File: src/rtl/bsearch_fsm.sv
// Binary-search sequencer: latches a target, walks l/r pointers over a sorted
// synchronous-read RAM, and reports found/loc with a done flag.
module bsearch_fsm #(
  parameter int unsigned DATA_WIDTH = 8,
  parameter int unsigned ADDR_WIDTH = 5
) (
  input  logic                  clk,
  input  logic                  reset,
  input  logic                  s,
  input  logic [DATA_WIDTH-1:0] in,
  input  logic [DATA_WIDTH-1:0] ram_rdata,
  output logic [ADDR_WIDTH-1:0] ram_addr,
  output logic                  done,
  output logic                  found,
  output logic [ADDR_WIDTH-1:0] loc
);

  localparam int unsigned SUM_WIDTH = ADDR_WIDTH + 1;
  localparam logic [ADDR_WIDTH-1:0] ADDR_MAX = {ADDR_WIDTH{1'b1}};
  localparam logic [ADDR_WIDTH-1:0] ADDR_ONE = ADDR_WIDTH'(1);

  typedef enum logic [1:0] {
    S_IDLE = 2'd0,
    S_ADDR = 2'd1,
    S_CMP  = 2'd2,
    S_DONE = 2'd3
  } state_t;

  state_t                state_q, state_d;
  logic [DATA_WIDTH-1:0] a_q, a_d;
  logic [ADDR_WIDTH-1:0] l_q, l_d;
  logic [ADDR_WIDTH-1:0] r_q, r_d;
  logic                  done_q, done_d;
  logic                  found_q, found_d;
  logic [ADDR_WIDTH-1:0] loc_q, loc_d;

  logic [SUM_WIDTH-1:0]  sum;
  logic [ADDR_WIDTH-1:0] mid;

  // Midpoint from a widened sum so l+r cannot overflow.
  always_comb begin
    sum = SUM_WIDTH'(l_q) + SUM_WIDTH'(r_q);
    mid = ADDR_WIDTH'(sum >> 1);
  end

  // Pointers are frozen in S_ADDR, so the address holds into S_CMP.
  always_comb begin
    ram_addr = '0;
    if ((state_q == S_ADDR) || (state_q == S_CMP)) begin
      ram_addr = mid;
    end
  end

  always_ff @(posedge clk) begin
    if (reset) begin
      state_q <= S_IDLE;
      a_q     <= '0;
      l_q     <= '0;
      r_q     <= '0;
      done_q  <= 1'b0;
      found_q <= 1'b0;
      loc_q   <= '0;
    end else begin
      state_q <= state_d;
      a_q     <= a_d;
      l_q     <= l_d;
      r_q     <= r_d;
      done_q  <= done_d;
      found_q <= found_d;
      loc_q   <= loc_d;
    end
  end

  always_comb begin
    state_d = state_q;
    a_d     = a_q;
    l_d     = l_q;
    r_d     = r_q;
    found_d = found_q;
    loc_d   = loc_q;

    unique case (state_q)
      S_IDLE: begin
        if (s) begin
          a_d     = in;
          l_d     = '0;
          r_d     = ADDR_MAX;
          found_d = 1'b0;
          loc_d   = '0;
          state_d = S_ADDR;
        end
      end
      S_ADDR: begin
        state_d = S_CMP;
      end
      S_CMP: begin
        // Edge checks on mid==r / mid==l keep the pointers from wrapping.
        if (a_q == ram_rdata) begin
          found_d = 1'b1;
          loc_d   = mid;
          state_d = S_DONE;
        end else if (a_q > ram_rdata) begin
          if (mid == r_q) begin
            state_d = S_DONE;
          end else begin
            l_d     = mid + ADDR_ONE;
            state_d = S_ADDR;
          end
        end else begin
          if (mid == l_q) begin
            state_d = S_DONE;
          end else begin
            r_d     = mid - ADDR_ONE;
            state_d = S_ADDR;
          end
        end
      end
      S_DONE: begin
        if (!s) begin
          state_d = S_IDLE;
        end
      end
      default: begin
        state_d = S_IDLE;
      end
    endcase

    done_d = (state_d == S_DONE);
  end

  assign done  = done_q;
  assign found = found_q;
  assign loc   = loc_q;

endmodule

File: config.mk
export PLATFORM = sky130hd
export DESIGN_NAME = bsearch_fsm
export DESIGN_NICKNAME = d
export VERILOG_FILES = /design/src/rtl/bsearch_fsm.sv
export SDC_FILE = /design/constraint.sdc
export NUM_CORES = 1
export LEC_CHECK = 0
export ABC_AREA = 1
export CAP_MARGIN = 30
export CELL_PAD_IN_SITES_DETAIL_PLACEMENT = 2
export CELL_PAD_IN_SITES_GLOBAL_PLACEMENT = 2
export CORE_UTILIZATION = 31
export DETAILED_ROUTE_END_ITERATION = 8
export PLACE_DENSITY = 0.92
export SYNTH_ARGS = -nofsm -noshare
export SYNTH_HDL_FRONTEND = slang
export SYNTH_SLANG_ARGS = --single-unit
File: constraint.sdc
create_clock -name clk -period 4.15 [get_ports clk]
set_clock_uncertainty 0.15 [all_clocks]
set_input_delay 0.415 -clock clk [delete_from_list [all_inputs] [get_ports clk]]
set_output_delay 0.415 -clock clk [all_outputs]
set_load 0.03 [all_outputs]
Word level (Yosys, flattened, before mapping)
Cells that the tools add are included.
Storage, ports and cells
  output and inout port bits: 12
  register bits after elaboration: 27
  word-level logic and storage cells: 55
  input bits: 19
Cells by class
  magnitude comparators: 1
  add/subtract/negate cells: 3
  equality and inequality tests: 14
  reductions and logical operators: 7
  muxes and demuxes: 23
Operators with widths (number)
  $mux W5: 10
  $pmux W5 S2: 3
  $mux W2: 6
  $eq A5 B5 Y1: 2
  $ne A2 B2 Y1 const B: 5
  $reduce_and A5 Y1: 2
  $eq A8 B8 Y1: 1
  $gt A8 B8 Y1: 1
  $pmux W2 S4: 1
  $add A5 B5 Y6: 1
  $eq A2 B2 Y1 const B: 3
  $add A5 B1 Y5 const B: 1
  $sub A5 B1 Y5 const B: 1
  $ne A2 B1 Y1 const B: 2
  $reduce_and A3 Y1: 1
  $eq A2 B1 Y1 const B: 1
  $logic_not A2 Y1: 1
  $mux W1: 2
  $pmux W1 S2: 1
  $reduce_and A2 Y1: 1
  $reduce_bool A2 Y1: 1
  $logic_or A1 B1 Y1: 1

Logic depth before layout (Yosys ltp)
Gate-level depths: netlist (run 1).
  word-level depth: 7
  depth in mapped cells: 16
  depth with buffers taken out: 16

Worst setup path before layout (run 1)
Ideal clock, no wire load.
  path type: reg2out
  start: register l_q[0]
  end: output ram_addr[1]
  data required time: 3.585 ns
  arrival: 1.673 ns
  cell stages (with the launch flop): 9
  path slack: 1.912 ns
  path buffers: 0
  path through: dfxtp_1 > nand2_1 > inv_1 > fa_1 > nand2_2 > inv_2 > nor2_4 > inv_1 > nor2_1
On the way
  word-level cells in the longest chain between the ends: 2
Ends and longest elaborated chain
  from (decl): line 31  | logic [ADDR_WIDTH-1:0] l_q, l_d;
  from (signal assigned): line 66  | l_q <= l_d;
  $add A5 B5 Y6: line 42  | sum = SUM_WIDTH'(l_q) + SUM_WIDTH'(r_q);
  $mux W5: line 49  | if ((state_q == S_ADDR) || (state_q == S_CMP)) begin
  to (decl): line 12  | output logic [ADDR_WIDTH-1:0] ram_addr,
No other way between the ends.

Worst setup path in the final report (run 1)
  start: register r_q[0]
  end: output ram_addr[3]
On the way
  word-level cells in the longest chain between the ends: 2
Ends and longest elaborated chain
  from (decl): line 32  | logic [ADDR_WIDTH-1:0] r_q, r_d;
  from (signal assigned): line 67  | r_q <= r_d;
  $add A5 B5 Y6: line 42
  $mux W5: line 49
No other way between the ends.

==> results by group, run 1 <==
Logic synthesis
  • Synthesis-stage register bit count: 27
  • Avg Inst Size Synth: 6.578 um^2
  • Synth unique cells: 27
  • YS warnings: 0
  • Mapped Cells: 307
  • Share of the yosys chip area belonging to registers: 0.2677
  • Cell area after synthesis: 2019 um^2
  • Syn_nets: 345

Detailed routing
  • Violation count after the first detailed-routing iteration: 46
  • Drt drc: 0
  • Detailed-route via count: 2086
  • Drt pass-1 iters: 4
  • ANT nets after route: 0
  • Vias per cell: 5.051
  • Routed WL: 6918 um
  • Drt wl/cell: 16.75 um

Worst hold path
  • Worst hold start: loc[4]
  • Worst hold stages: 2
  • Hold Path End: loc[4]
  • Hold Path Class: register to register

STA
  • F_max: 314.5 MHz
  • Hold Fails Final Rpt: 0
  • RSZ-0062 raised after global routing: no
  • Fin Hold WS: 333.3 ps
  • Setup violators final: 0
  • Fin crit period: 3179 ps
  • Final Cycle Share: 0.7661
  • Final setup TNS: 0 ps
  • Worst Tran Pin Value: 564.0 ps
  • Relative slew slack: 0.6240
  • Final max-slew violation count: 0

GRT
  • GRT Util Overall: 0.2245
  • Largest net degree at the start of global routing: 18
  • Vias in the first global route: 2241
  • First-pass GRT wire length: 11270 um
  • Grt ovf: 0
  • Antenna violations before repair: 0

Final layout
  • Final Util: 0.3843
  • Synth-to-Final Area Change: 20.14%
  • # nets final: 375
  • Post-Layout Cell Count: 413
  • N_diodes: 0
  • Share of cells above drive strength 1: 0.09226

Clocking
  • CTS tree: done
  • Post-CTS Hold Fix Bufs: 0
  • Clock Path Buffers: 2
  • Clock Latency Late Sink: 290 ps
  • CTS root buffer: clkbuf_8
  • Post-CTS Setup Inserts: 0
  • CTS sink cnt: 27
  • Post-CTS Resized: 0
  • Number of buffers created by CTS: 3
  • H-tree depth: 1
  • Clock-pin transition on the worst setup and hold timing paths: 100 ps

Critical path
  • FF-to-FF End: l_q[2]
  • Crit Path Category: register to output pin
  • Critical path arrival: 2610 ps
  • CP Capture Type: output pin
  • CP Max Fanout: 5
  • Worst r2r src: state_q[0]
  • Worst Path Required: 3590 ps
  • Worst setup SP type: register
  • Reg2Reg Depth: 10
  • Register-to-register setup slack: 1350 ps

Placed design
  • Buffers on Ports: 30
  • # placed instances: 409
  • Gpl congestion: 0.8225
  • Dpl hpwl: 5421 um

Floorplan
  • Rows: 29
  • DIE HEIGHT: 82.71 um
  • IO Pins: 31
  • Die Area: 6841 um^2
  • Die X: 82.71 um
  • Initial Util: 0.3199
  • Core ar.: 6314 um^2

Power
  • Total Power: 1.453 mW
  • Clock power frac: 0.111
  • Power Density: 598.8 nW/um^2
  • Switching portion of total power: 0.5251
  • Pleak: 1.203 nW
  • Seq pwr share: 0.246
  • VDD IR-drop max: 0.0002790 V
  • Internal power: 0.6899 mW
  • Psw: 0.7628 mW
  • Comb pwr share: 0.643

Run status
  • Run status: finished clean

Run
  • Maxcap violations: 0
-- critical path: stages (launching register included) --
cell	delay, ps
dfxtp_1	360
nand2_1	100
inv_1	90
fa_1	450
nand3_1	140
nand3_1	100
nand2_2	140
inv_1	140
nor2_1	130
clkdlybuf4s50_1	680
-- power groups by stage --
stage / Combinational, mW / Clock (mW) / Sequential (mW)
4_1_cts: 0.948 / 0.166 / 0.358
6_report: 0.934 / 0.161 / 0.358
3_5_place_dp: 0.921 / 0 / 0.364
3_3_place_gp: 0.861 / 0 / 0.359
5_1_grt: 1.04 / 0.173 / 0.365
2_1_floorplan: 0.656 / 0 / 0.360
-- cells by family after synthesis --
group,share of synthesized area
buffers and inverters,0.1140
xor gates and xnor gates,0.01735
DFF,0.2677
and+or+nand+nor,0.3835
AOI/OAI and AO/OA,0.09604
adders and majority gates,0.1214
-- state kept, by name (all words and copies together) (netlist names) --
signal,flops
state_q,2
r_q,5
found,1
a_q,8
l_q,5
done,1
loc,5
-- how the worst max path moves through the flow --
stage            from          end  slack (ps)  cells after the start
2_1_floorplan  l_q[0]  ram_addr[1]        1910                      8
3_3_place_gp   r_q[0]  ram_addr[1]        1350                      9
3_5_place_dp   r_q[0]  ram_addr[3]        1280                      9
4_1_cts        r_q[0]  ram_addr[3]         950                      9
5_1_grt        r_q[0]  ram_addr[3]         810                     10
6_report       r_q[0]  ram_addr[3]         970                      9
-- final cells by class --
cell class                      instances  area, um^2
Inverter                               50       187.7
Sequential cell                        27       540.5
Timing Repair Buffer                   31       307.8
Fill cell                             799        3887
Clock buffer                            4       45.04
Tap cell                               77       96.34
Multi-Input combinational cell        224        1249
-- cells in the mapped netlist (all sizes together) --
cell type   n  area, um^2
a211oi      1       7.510
a21oi      21       108.9
buf         4       35.03
clkbuf      2       7.510
dfxtp      27       540.5
fa          1       20.02
ha         18       225.2
inv        50       187.7
nand2      77       331.6
nand3      27       155.2
nand4       7       58.81
nor2       53       229.0
o21a        1       7.510
o21ai      14       70.06
xnor2       2       17.52
xor2        2       17.52
-- cells in the final DEF, fill, tap and decap left out, drive strengths merged --
master,n
buf,1
xor2,2
nand4,7
clkbuf,4
fa,1
a21oi,21
clkdlybuf4s50,30
ha,18
nor2,53
o21a,1
nand3,27
dfxtp,27
nand2,77
a211oi,1
xnor2,2
o21ai,14
inv,50
-- metal layers --
layer | GRT usage | part of all wire
met1 | 0.2617 | 0.42
met2 | 0.4131 | 0.54
met3 | 0.02088 | 0.019
met4 | 0.09655 | 0.024
met5 | 0 | 0
-- stage by stage --
step                setup WS, ps  area, um^2
floorplan                   1912        2019
global placement            1348        2381
finish                     970.5        2426
global route               812.2        2426
CTS                        952.0        2426
detailed placement          1284        2381
(Power assumes the default switching activity.)
==> inputs of run 2 (changes only) <==
CORE_UTILIZATION = 26   (was 31)
PLACE_DENSITY = 0.83   (was 0.92)
clock period = 2.55 ns   (was 4.15 ns; I/O delays follow)
==> run 2 against run 1 <==
  * The flow now finishes with violations (setup timing)
  * Combinational power increased by 100%
  * First-iteration DRC count increased by 11%
  * Final cell count increased by 10%
  * Sequential power increased by 63%
  * Routed wire length increased by 15%
  * Register-to-register slack got worse by 1400 ps
  * Critical path depth increased by 4
  * Clock power increased by 66%
  * Global-route usage decreased by 5.5 points
  * Die area increased by 19%
  * Power increased by 87%
==> results by group, run 2 (synthesis gave the netlist of run 1 again) <==
STA
  • Fin Hold WS: 321.5 ps (was 333.3 ps)
  • Worst Tran Pin Value: 571.4 ps (was 564.0 ps)
  • Final max-slew violation count: 0 (unchanged)
  • Final setup TNS: -75.07 ps (was 0 ps)
  • Relative slew slack: 0.6186 (was 0.6240)
  • Setup violators final: 2 (was 0)
  • Fin crit period: 2624 ps
  • Final worst slack: -74.38 ps (was 970.5 ps)
  • Final Cycle Share: 1.029
  • Hold Fails Final Rpt: 0 (unchanged)
  • F_max: 381.0 MHz
  • RSZ-0062 raised after global routing: yes (was no)

Floorplan
  • IO Pins: 31 (unchanged)
  • DIE HEIGHT: 90.13 um (was 82.71 um)
  • Core ar.: 7370 um^2 (was 6314 um^2)
  • Initial Util: 0.2740 (was 0.3199)
  • Rows: 31 (was 29)
  • Die X: 90.13 um (was 82.71 um)
  • Die Area: 8123 um^2 (was 6841 um^2)

Run status
  • Run status: finished with violations (was finished clean)
  • Failing checks: setup timing

Detailed routing
  • Routed WL: 7945 um (was 6918 um)
  • Drt wl/cell: 17.42 um (was 16.75 um)
  • ANT nets after route: 0 (unchanged)
  • Drt drc: 0 (unchanged)
  • Vias per cell: 4.836 (was 5.051)
  • Violation count after the first detailed-routing iteration: 51 (was 46)
  • Drt pass-1 iters: 4 (unchanged)
  • Detailed-route via count: 2205 (was 2086)

Clocking
  • Post-CTS Hold Fix Bufs: 0 (unchanged)
  • Clock Path Buffers: 2 (unchanged)
  • CTS sink cnt: 27 (unchanged)
  • CTS tree: done (unchanged)
  • CTS root buffer: clkbuf_8 (unchanged)
  • Number of buffers created by CTS: 3 (unchanged)
  • Clock Latency Late Sink: 300 ps (was 290 ps)
  • Clock-pin transition on the worst setup and hold timing paths: 100 ps (about the same)
  • H-tree depth: 1 (unchanged)

Placed design
  • Buffers on Ports: 30 (unchanged)
  • # placed instances: 442 (was 409)
  • Gpl congestion: 0.7985 (was 0.8225)
  • Dpl hpwl: 5268 um (was 5421 um)

Critical path
  • Register-to-register setup slack: -70 ps (was 1350 ps)
  • Worst Path Required: 2590 ps (was 3590 ps)
  • CP Max Fanout: 5 (unchanged)
  • CP Capture Type: register (was output pin)
  • Worst setup SP type: register (unchanged)
  • Crit Path Category: register to register (was register to output pin)
  • Critical path arrival: 2660 ps (was 2610 ps)

Final layout
  • Most common cell after layout, fill and taps aside: nand2_1 (unchanged)
  • Number of flip-flops in the largest register: 8 (unchanged)
  • Post-Layout Cell Count: 456 (was 413)
  • FILL cells: 894 (was 799)
  • Leading cell types in the layout, fill and taps excluded: 59 x nand2_1, 45 x inv_1, 44 x nor2_1, 25 x dfxtp_1, 25 x clkdlybuf4s50_1 (was 66 x nand2_1, 47 x nor2_1, 46 x inv_1, 30 x clkdlybuf4s50_1, 27 x dfxtp_1)
  • Share of cells above drive strength 1: 0.2073 (was 0.09226)
  • # nets final: 396 (was 375)
  • N_diodes: 0 (unchanged)
  • Synth-to-Final Area Change: 33.33% (was 20.14%)
  • Largest Register: a_q (unchanged)

GRT
  • Vias in the first global route: 2336 (was 2241)
  • First-pass GRT wire length: 11110 um (was 11270 um)
  • Largest net degree at the start of global routing: 18 (unchanged)
  • Antenna violations before repair: 0 (unchanged)
  • Grt ovf: 0 (unchanged)
  • GRT Util Overall: 0.1696 (was 0.2245)

Run
  • Maxcap violations: 0 (unchanged)

Power
  • VDD IR-drop max: 0.0004350 V (was 0.0002790 V)
  • Total Power: 2.720 mW (was 1.453 mW)
  • Pleak: 1.342 nW (was 1.203 nW)
  • Power Density: 1010 nW/um^2 (was 598.8 nW/um^2)

Worst hold path
  • Hold Path Class: register to register (unchanged)
run 2: changes by cell type in the layout (fill, tap and decap cells not counted), sizes merged:
cell           previous run  this run
nand2                    77        78
clkdlybuf4s50            30        25
clkbuf                    4         5
buf                       1        23
dlygate4sd2               0         2
run 2: metrics by stage:
stage	instance area (um^2)	setup WS [ps]	utilization
floorplan	2019	372.3	-
finish	2693	-74.38	0.3654
global route	2693	-134.8	0.3654
detailed placement	2489	-56.61	0.3377
CTS	2542	37.34	0.3450
global placement	2489	52.99	0.3377
run 2: final timing paths:
kind                            startpoint      to  cells past startpoint
worst max-delay path                r_q[0]  r_q[3]                     13
worst min register to register      loc[4]  loc[4]                      2
worst min-delay path                loc[4]  loc[4]                      2
worst max register to register      r_q[0]  r_q[3]                     13
run 2: critical path, cell delays in order, from the launching register on:
cell	delay, ps
dfxtp_4	380
nand2_4	80
inv_4	40
fa_2	630
xnor2_2	150
nand2_1	90
nor2_2	160
nand2_2	80
nor2_4	130
nand3_4	90
nand2_4	110
nand2_2	110
a21oi_1	220
nor2_1	90
run 2: power by group:
part | total [mW] | internal (mW) | switching, mW
clock network | 0.268 | 0.113 | 0.155
logic | 1.87 | 0.666 | 1.20
registers | 0.585 | 0.515 | 0.0705
total | 2.72 | 1.29 | 1.43
run 2: timing repair:
action / CTS / global route
buffers inserted: 0 / 9
gates resized for setup: 9 / 29
gates cloned: 0 / 1
pin swaps: 0 / 18
setup endpoints to repair: 9 / 14
hold endpoints to repair: 0 / 0
run 2: cell type report:
type | instances | area (um^2) | area share
well taps | 99 | 123.9 | 0.04600
multi-input cells | 225 | 1339 | 0.4972
flip-flops and latches | 27 | 548.0 | 0.2035
inverters | 50 | 190.2 | 0.07063
clock buffers | 4 | 45.04 | 0.01673
repair buffers | 51 | 446.7 | 0.1659
run 2: routing by layer:
metal  GRT usage  part of all wire  vias to the layer above
li1            -                 -                     1064
met1      0.1997              0.43                     1089
met2      0.3193              0.52                       37
met3     0.01100             0.022                       15
met4     0.06183             0.022                        0
met5           0                 0                        -
==> inputs of run 3 (changes only) <==
ABC_CLOCK_PERIOD_IN_PS = 2550   (was default)
CORE_MARGIN = 1.5   (was default)
==> run 3 against run 2 <==
  * The run now ends clean
  * Sequential share of layout area up 1.0 points
  * Count of clock-buffer cells in the layout down 1
  * Fmax up 8.5%
  * Sequential power about the same
  * Design area down 5.9%
  * Register-to-register slack better by 270 ps
  * Highest routed layer unchanged
==> results by group, run 3 (synthesis gave the netlist of run 1 again) <==
Run status
  • Run status: finished clean (was finished with violations)

STA
  • Setup violators final: 0 (was 2)
  • RSZ-0062 raised after global routing: no (was yes)
  • Worst Tran Pin Value: 538.0 ps (was 571.4 ps)
  • Relative slew slack: 0.6410 (was 0.6186)
  • Hold Fails Final Rpt: 0 (unchanged)
  • Fin crit period: 2419 ps (was 2624 ps)
  • F_max: 413.5 MHz (was 381.0 MHz)
  • Final max-slew violation count: 0 (unchanged)
  • Final setup TNS: 0 ps (was -75.07 ps)
  • Final Cycle Share: 0.9484 (was 1.029)

Critical path
  • Crit Path Category: register to output pin (was register to register)
  • Critical path's largest stage delay: 420 ps (was 630 ps)
  • CP Max Fanout: 6 (was 5)
  • Worst Path Required: 2140 ps (was 2590 ps)
  • Reg2Reg Depth: 13 (unchanged)
  • CP delay by family, top: buffers and inverters (was simple AND/OR/NAND/NOR gates)
  • CP Capture Type: output pin (was register)
  • Worst setup SP type: register (unchanged)
  • Register-to-register setup slack: 200 ps (was -70 ps)
  • Crit-path slowest cell: ha_2 (was fa_2)
  • WP buf/inv: 3 (was 1)
  • Worst r2r src: l_q[0] (was r_q[0])
  • Critical path cell sequence: ha_2 -> nand2_1 -> inv_2 -> nand3_1 -> nand3_2 -> inv_1 -> nor2_1 -> clkdlybuf4s15_1 (was nand2_4 -> inv_4 -> fa_2 -> xnor2_2 -> nand2_1 -> nor2_2 -> nand2_2 -> nor2_4 -> nand3_4 -> nand2_4 -> nand2_2 -> a21oi_1 -> nor2_1)
  • Critical path arrival: 2010 ps (was 2660 ps)
  • FF-to-FF End: r_q[2] (was r_q[3])

Final layout
  • Most common cell after layout, fill and taps aside: nand2_1 (unchanged)
  • # nets final: 386 (was 396)
  • FILL cells: 893 (was 894)
  • N_diodes: 0 (unchanged)
  • Share of cells above drive strength 1: 0.1412 (was 0.2073)
  • Leading cell types in the layout, fill and taps excluded: 66 x nand2_1, 47 x nor2_1, 45 x inv_1, 26 x dfxtp_1, 25 x clkdlybuf4s50_1 (was 59 x nand2_1, 45 x inv_1, 44 x nor2_1, 25 x dfxtp_1, 25 x clkdlybuf4s50_1)
  • Number of flip-flops in the largest register: 8 (unchanged)
  • Largest Register: a_q (unchanged)
  • Finished Cell Area: 2534 um^2 (was 2693 um^2)
  • Synth-to-Final Area Change: 25.46% (was 33.33%)

Detailed routing
  • Routed WL: 6211 um (was 7945 um)
  • ANT nets after route: 0 (unchanged)
  • Detailed-route via count: 2043 (was 2205)
  • Drt drc: 0 (unchanged)
  • Violation count after the first detailed-routing iteration: 52 (was 51)
  • Drt pass-1 iters: 4 (unchanged)
  • Vias per cell: 4.581 (was 4.836)
  • Drt wl/cell: 13.93 um (was 17.42 um)

Clocking
  • CTS root buffer: clkbuf_8 (unchanged)
  • Number of buffers created by CTS: 3 (unchanged)
  • Clock Latency Late Sink: 280 ps (was 300 ps)
  • CTS tree: done (unchanged)
  • Clock Path Buffers: 2 (unchanged)
  • Post-CTS Hold Fix Bufs: 0 (unchanged)
  • Clock-pin transition on the worst setup and hold timing paths: 100 ps (about the same)
  • Post-CTS Setup Inserts: 0 (unchanged)
  • H-tree depth: 1 (unchanged)
  • CTS sink cnt: 27 (unchanged)

GRT
  • Grt ovf: 0 (unchanged)
  • GRT Util Overall: 0.1622 (was 0.1696)
  • Largest net degree at the start of global routing: 18 (unchanged)
  • Vias in the first global route: 2269 (was 2336)
  • First-pass GRT wire length: 10830 um (was 11110 um)
  • Antenna violations before repair: 0 (unchanged)

Power
  • VDD IR-drop max: 0.0004807 V (was 0.0004350 V)
  • Pleak: 1.265 nW (was 1.342 nW)
  • Power Density: 934.6 nW/um^2 (was 1010 nW/um^2)

Placed design
  • Post-placement cell area: 2489 um^2 (unchanged)
  • Buffers on Ports: 30 (unchanged)
  • Gpl congestion: 0.7793 (was 0.7985)
  • Dpl hpwl: 5259 um (was 5268 um)

Worst hold path
  • Hold Path Class: register to register (unchanged)
  • Worst hold start: loc[1] (was loc[4])
  • Hold Path End: loc[1] (was loc[4])
  • Worst hold stages: 2 (unchanged)

Floorplan
  • IO Pins: 31 (unchanged)
  • Die X: 91.13 um (was 90.13 um)
  • DIE HEIGHT: 91.13 um (was 90.13 um)
  • Initial Util: 0.2740 (unchanged)
  • Core ar.: 7370 um^2 (unchanged)
  • Die Area: 8305 um^2 (was 8123 um^2)
  • Rows: 31 (unchanged)

Run
  • Maxcap violations: 0 (unchanged)
-- run 3: report_power, final --
group	switching (mW)	leakage, nW	internal (mW)
Sequential	0.0710	0.222	0.511
Clock	0.142	0.0255	0.110
Combinational	0.968	1.02	0.565
Total	1.18	1.26	1.19
-- run 3: worst register-to-register path, cell delays in order (launching register included) --
cell,delay [ps]
dfxtp_1,340
nand2_1,80
inv_2,60
fa_2,400
nand2_2,130
inv_2,50
nor2_4,170
inv_1,110
ha_1,230
a21oi_1,150
o21a_1,140
nand3_1,100
nand2_1,90
nor2_1,50
-- run 3: timing repair --
action,in CTS,in global routing
pin swaps,0,1
endpoints found under the setup margin,4,13
gates cloned,0,0
resized for setup,6,7
-- run 3: final cells by class --
class | count | area, um^2 | share of cell area
Clock inverter | 1 | 5.005 | 0.001975
Multi-Input combinational cell | 224 | 1254 | 0.4948
Timing Repair Buffer | 42 | 380.4 | 0.1501
Inverter | 50 | 187.7 | 0.07407
Tap cell | 99 | 123.9 | 0.04889
Sequential cell | 27 | 541.8 | 0.2138
Clock buffer | 3 | 41.29 | 0.01630
-- run 3: worst max-delay path by stage --
stage / from / to / slack (ps) / cells past startpoint
global placement: l_q[0] / ram_addr[3] / 70 / 9
CTS: l_q[0] / ram_addr[3] / 30 / 9
finish: r_q[2] / ram_addr[4] / 130 / 8
global route: l_q[0] / done / 0.05 / 14
detailed placement: l_q[0] / ram_addr[3] / -10 / 9
floorplan: l_q[0] / l_q[0] / 370 / 14
-- run 3: through the flow --
stage | instances | hold WS (ps) | setup slack (ps) | power, mW | util
after floorplan | 307 | 271.7 | 372.3 | 1.653 | -
after global placement | 442 | 302.7 | 70.87 | 2.088 | 0.3377
after detailed placement | 442 | 313.5 | -12.27 | 2.153 | 0.3377
after CTS | 446 | 329.0 | 29.58 | 2.408 | 0.3436
after global routing | 446 | 350.5 | 0.04996 | 2.602 | 0.3438
final | 446 | 322.7 | 131.5 | 2.368 | 0.3438
-- run 3: routing by layer --
layer  global-route usage  wire [um]  share of wire
met1               0.1933       2825           0.45
met2               0.3097       3241           0.52
met3              0.01256         74          0.012
met4              0.03906         69          0.011
met5                    0          0              0
